==> src/rtl/counter_arbiter.sv <==
// counter_arbiter: two-requester arbiter/sequencer owning one shared up-counter's reset and enable.
// Latency: grant one edge after the request is sampled; done pulses len+2 edges after that sample.
// Optional COUNTER_ARB_ROUND_ROBIN_EN enables the round-robin pointer; without it, requester 0 has fixed priority.
module counter_arbiter #(
  parameter int WIDTH = 4
) (
  input  logic             clock,
  input  logic             reset,
  input  logic             req0,
  input  logic             req1,
  input  logic [WIDTH-1:0] len0,
  input  logic [WIDTH-1:0] len1,
  output logic             grant0,
  output logic             grant1,
  output logic             done0,
  output logic             done1,
  output logic             busy,
  output logic             cnt_reset,
  output logic             cnt_enable,
  input  logic [WIDTH-1:0] cnt_value
);

  typedef enum logic [1:0] {
    IDLE  = 2'd0,
    CLEAR = 2'd1,
    RUN   = 2'd2,
    DONE  = 2'd3
  } state_t;

  state_t           state;
  logic             owner;   // 0 = requester 0, 1 = requester 1
  logic [WIDTH-1:0] len_q;   // run length captured at grant time
  logic             pick;    // winner if arbitration happens this cycle

`ifdef COUNTER_ARB_ROUND_ROBIN_EN
  logic ptr;                 // preferred requester when both ask

  // Winner: the lone requester, or the preferred one when both ask
  always_comb begin
    pick = 1'b0;
    if (req0 && req1) pick = ptr;
    else              pick = req1;
  end

  // After each completed run, prefer the requester that did not just own the counter
  always_ff @(posedge clock) begin
    if (reset)              ptr <= 1'b0;
    else if (state == DONE) ptr <= ~owner;
  end
`else
  // Fixed priority: requester 0 wins whenever it is asking
  always_comb begin
    pick = 1'b0;
    if (!req0) pick = 1'b1;
  end
`endif

  // Sequencer: clear the counter, run until it reaches len_q, then signal completion
  always_ff @(posedge clock) begin
    if (reset) begin
      state <= IDLE;
      owner <= 1'b0;
      len_q <= '0;
    end else begin
      case (state)
        IDLE: begin
          if (req0 || req1) begin
            state <= CLEAR;
            owner <= pick;
            len_q <= pick ? len1 : len0;
          end
        end
        CLEAR:   state <= RUN;
        RUN:     if (cnt_value == len_q) state <= DONE;
        DONE:    state <= IDLE;
        default: state <= IDLE;
      endcase
    end
  end

  // The counter is held clear in the CLEAR cycle, so it can never run past len_q
  assign cnt_reset  = reset || (state == CLEAR);
  assign cnt_enable = !reset && (state == RUN) && (cnt_value != len_q);
  assign busy       = (state != IDLE);
  assign grant0     = busy && !owner;
  assign grant1     = busy &&  owner;
  assign done0      = (state == DONE) && !owner;
  assign done1      = (state == DONE) &&  owner;

endmodule

==> config.mk <==
export PLATFORM = sky130hd
export DESIGN_NAME = counter_arbiter
export DESIGN_NICKNAME = d
export VERILOG_FILES = /design/src/rtl/counter_arbiter.sv
export SDC_FILE = /design/constraint.sdc
export NUM_CORES = 1
export LEC_CHECK = 0
export ABC_AREA = 1
export CORE_MARGIN = 4
export CORE_UTILIZATION = 30
export CTS_CLUSTER_DIAMETER = 120
export CTS_CLUSTER_SIZE = 10
export DETAILED_ROUTE_END_ITERATION = 12
export SETUP_SLACK_MARGIN = 0.4
export SLEW_MARGIN = 40
export SYNTH_ARGS = -nofsm -noshare
export SYNTH_HDL_FRONTEND = slang
export SYNTH_SLANG_ARGS = --single-unit
export TNS_END_PERCENT = 20
==> constraint.sdc <==
create_clock -name clock -period 1.5 [get_ports clock]
set_input_delay 0.3 -clock clock [delete_from_list [all_inputs] [get_ports clock]]
set_output_delay 0.3 -clock clock [all_outputs]
set_load 0.1 [all_outputs]
==> results.cfg <==
[status]
status = finished, violations left
failed_checks = negative setup slack

[clock_network]
clkLatencyLatePin_ps = 260
worst_setup_hold_path_clk_slew_ps = 50
tritoncts = built
ctsLongestPathBuffers = 2
cts.sink_count = 7
cts_inserted_buffers = 3
cts_htree_levels = 1
cts_hold_buffers = 0
root_buffer = sky130_fd_sc_hd__clkbuf_4

[cells_and_area]
drive_above_1_share_pct = 37.17
multi_input_area_um2 = 382.9
fin_nets = 135
insertedDiodeCount = 0
syn_to_final_growth_pct = 99.50
fillers = 143
seq_area_um2 = 152.6

[global_route]
grt_start_max_net_pins = 9
grtUsageMet1_pct = 16.17
use_met3_pct = 4.587
grt_first_pass_wirelength_mm = 2.484
gr-usage-met2_pct = 20.43
grt.overflow.total = 0
via_count_of_the_first_global_routing_pass = 588
grt_resource_usage_total_pct = 13.08
number_of_antenna_violations_at_the_first_check_in_global_routing = 0
globalRoute.busiestLayer = met2

[run]
max_cap_viol_count = 0

[yosys]
yosysTopAreaCellShare_pct = 28.00
synth_cells = 82
synth_nets = 103
synth_seq_cells = 7
yosys-top-cells-area = sky130_fd_sc_hd__dfxtp_1, sky130_fd_sc_hd__nand2_1, sky130_fd_sc_hd__inv_1
synth_sequential_area_ratio_pct = 28.00
synth.distinct_cells = 15
mappedNetlistArea_um2 = 500.5
synth.largest_area_cell = sky130_fd_sc_hd__dfxtp_1
warnings_from_yosys = 0
mean_instance_size_in_the_synthesized_netlist_um2 = 6.103

[power_and_ir_drop]
peakVddDrop_mv = 1.473
power_leakage_nw = 0.4583
power_density_nw_per_um2 = 2045

[placement]
place_hpwl_mm = 1.074
placement.io_buffers = 22
gp_routability_congestion = 0.7192

[sta]
report.final.hold_viol_count = 0
achievable-frequency_ghz = 0.6433
timing.hold.ws_ps = 513.3
drv_slew = 0
transition_time_at_the_pin_with_the_least_slew_margin_ps = 230.4
fin_skew_ps = 5.710
grt_setup_unrepaired = yes
maxSlewHeadroom_pct = 84.64
final.min_clock_period_ps = 1554
setup_slack_ps = -54.38
totalNegativeSetupSlack_ps = -71.21
period_share_pct = 103.6
setup-violations-final = 3

[critical_path]
setup.worst_path.end_class = output port
cp_data_required_time_ps = 1200
rr_endpoint = len_q[3]
ff2ff_path_depth = 6
r2r-start = state[1]
start_kind = flip-flop
timing.critical_path.slowest_cell_delay_ps = 390
timing.critical_path.fanout_max = 4
crit_path_top_delay_cell = sky130_fd_sc_hd__dfxtp_4
reg2reg_slack_ps = 330
cpLargestDelayFamily = flip-flops
cp.buffers_inverters = 2
worstSetupPathType = flip-flop to output port
arrival_ps = 1250
timing.critical_path.cells = inv_4, ha_4, or2_4, buf_12

[drt]
drt_first_pass_iters = 2
drtAntennaViolNets = 0
dr_total_vias = 576
route.detailed.wl_per_inst_um = 10.49
drc = 0
detail_route.iter0.violations = 2
vias_per_cell = 4.465
drt-total-wl_mm = 1.353

[min_path]
hold_end = len_q[1]
hold_class = flip-flop to flip-flop
worst_hold_startpoint = len_q[1]
holdPathStages = 2

[floorplan]
die-width_um = 48.85
core.rowCount = 14
core-area_um2 = 1541
die_y_um = 48.85
die_area_um2 = 2386
initial_core_util_pct = 32.47
io_pins = 23
state kept, by name, indices dropped and copies added, names as in the netlist:
register,cells
len_q,4
state,2
owner,1
Yosys cell counts:
library cell / n
sky130_fd_sc_hd__a21oi_1: 2
sky130_fd_sc_hd__a21oi_2: 1
sky130_fd_sc_hd__a31oi_1: 4
sky130_fd_sc_hd__dfxtp_1: 7
sky130_fd_sc_hd__ha_1: 5
sky130_fd_sc_hd__inv_1: 17
sky130_fd_sc_hd__inv_2: 1
sky130_fd_sc_hd__nand2_1: 27
sky130_fd_sc_hd__nand2_2: 1
sky130_fd_sc_hd__nand3_1: 1
sky130_fd_sc_hd__nor2_1: 9
sky130_fd_sc_hd__o21ai_0: 1
sky130_fd_sc_hd__o21ai_1: 4
sky130_fd_sc_hd__o21ai_2: 1
sky130_fd_sc_hd__or2_2: 1
cells by family after synthesis:
logic type | count (synthesis) | synth area share [%]
AOI/OAI and AO/OA | 13 | 15.50
DFF | 7 | 28.00
and+or+nand+nor | 39 | 30.50
buffers and inverters | 18 | 13.50
adders and majority gates | 5 | 12.50
routing by layer:
metal / share of wire, % / vias up / routed length (um)
met2: 45 / 14 / 612
li1: - / 315 / -
met1: 47 / 242 / 630
met5: 0 / - / 0
met4: 2.3 / 0 / 31
met3: 5.8 / 5 / 78
tightest hold or removal path, cell delays in order, from the launching register on:
cell and delay [ps]:
sky130_fd_sc_hd__dfxtp_2 320, sky130_fd_sc_hd__o21ai_1 110, sky130_fd_sc_hd__a31oi_1 40
report_power, final:
group | internal, mW | switching, mW | total (mW)
registers | 0.282 | 0.105 | 0.387
clock network | 0.102 | 0.0724 | 0.174
logic | 0.574 | 0.907 | 1.48
final cells by class:
cell class	count	share of cell area, %
flip-flops and latches	7	15.29
well taps	16	2.005
repair buffers	27	32.83
clock buffers	4	2.632
inverters	18	8.897
multi-input cells	57	38.35
metrics by stage:
stage	area, um2	utilization [%]	cells	setup slack [ps]	power [mW]
after floorplan	553.0	-	82	50.17	1.283
after global placement	893.4	57.95	124	-188.0	1.735
after detailed placement	893.4	57.95	124	-211.8	1.742
after CTS	960.9	62.34	129	-60.30	2.010
after global routing	998.5	64.77	129	-88.28	2.164
final	998.5	64.77	129	-54.38	2.042
repair_timing:
item                                   in CTS  in global routing
setup buffers                               1                  0
setup endpoints to repair                  13                 14
endpoints found under the hold margin       0                  0
gates resized for setup                    20                  9
pin swaps                                  11                  9
cells in the final DEF (no fill, tap or decap), types with 2 or more instances in the layout:
cell type,n
sky130_fd_sc_hd__ha_4,4
sky130_fd_sc_hd__clkbuf_4,3
sky130_fd_sc_hd__clkdlybuf4s50_1,9
sky130_fd_sc_hd__a31oi_1,4
sky130_fd_sc_hd__inv_2,2
sky130_fd_sc_hd__dfxtp_4,2
sky130_fd_sc_hd__clkinvlp_4,3
sky130_fd_sc_hd__o21ai_1,5
sky130_fd_sc_hd__buf_4,4
sky130_fd_sc_hd__nand2_1,26
sky130_fd_sc_hd__dlygate4sd2_1,5
sky130_fd_sc_hd__dfxtp_2,4
sky130_fd_sc_hd__a21oi_1,2
sky130_fd_sc_hd__nor2_4,4
sky130_fd_sc_hd__inv_1,10
sky130_fd_sc_hd__buf_12,7
sky130_fd_sc_hd__nor2_1,5
sky130_fd_sc_hd__inv_4,2
worst max-delay path by stage:
stage | from | end | slack, ps | cells past startpoint
CTS | len_q[1] | cnt_enable | -60 | 8
global route | len_q[1] | cnt_enable | -90 | 7
finish | state[1] | cnt_reset | -50 | 4
floorplan | state[0] | cnt_enable | 50 | 4
detailed placement | cnt_value[1] | cnt_enable | -210 | 9
global placement | cnt_value[1] | cnt_enable | -190 | 9
Note: power is estimated with default switching activity, not from simulation.
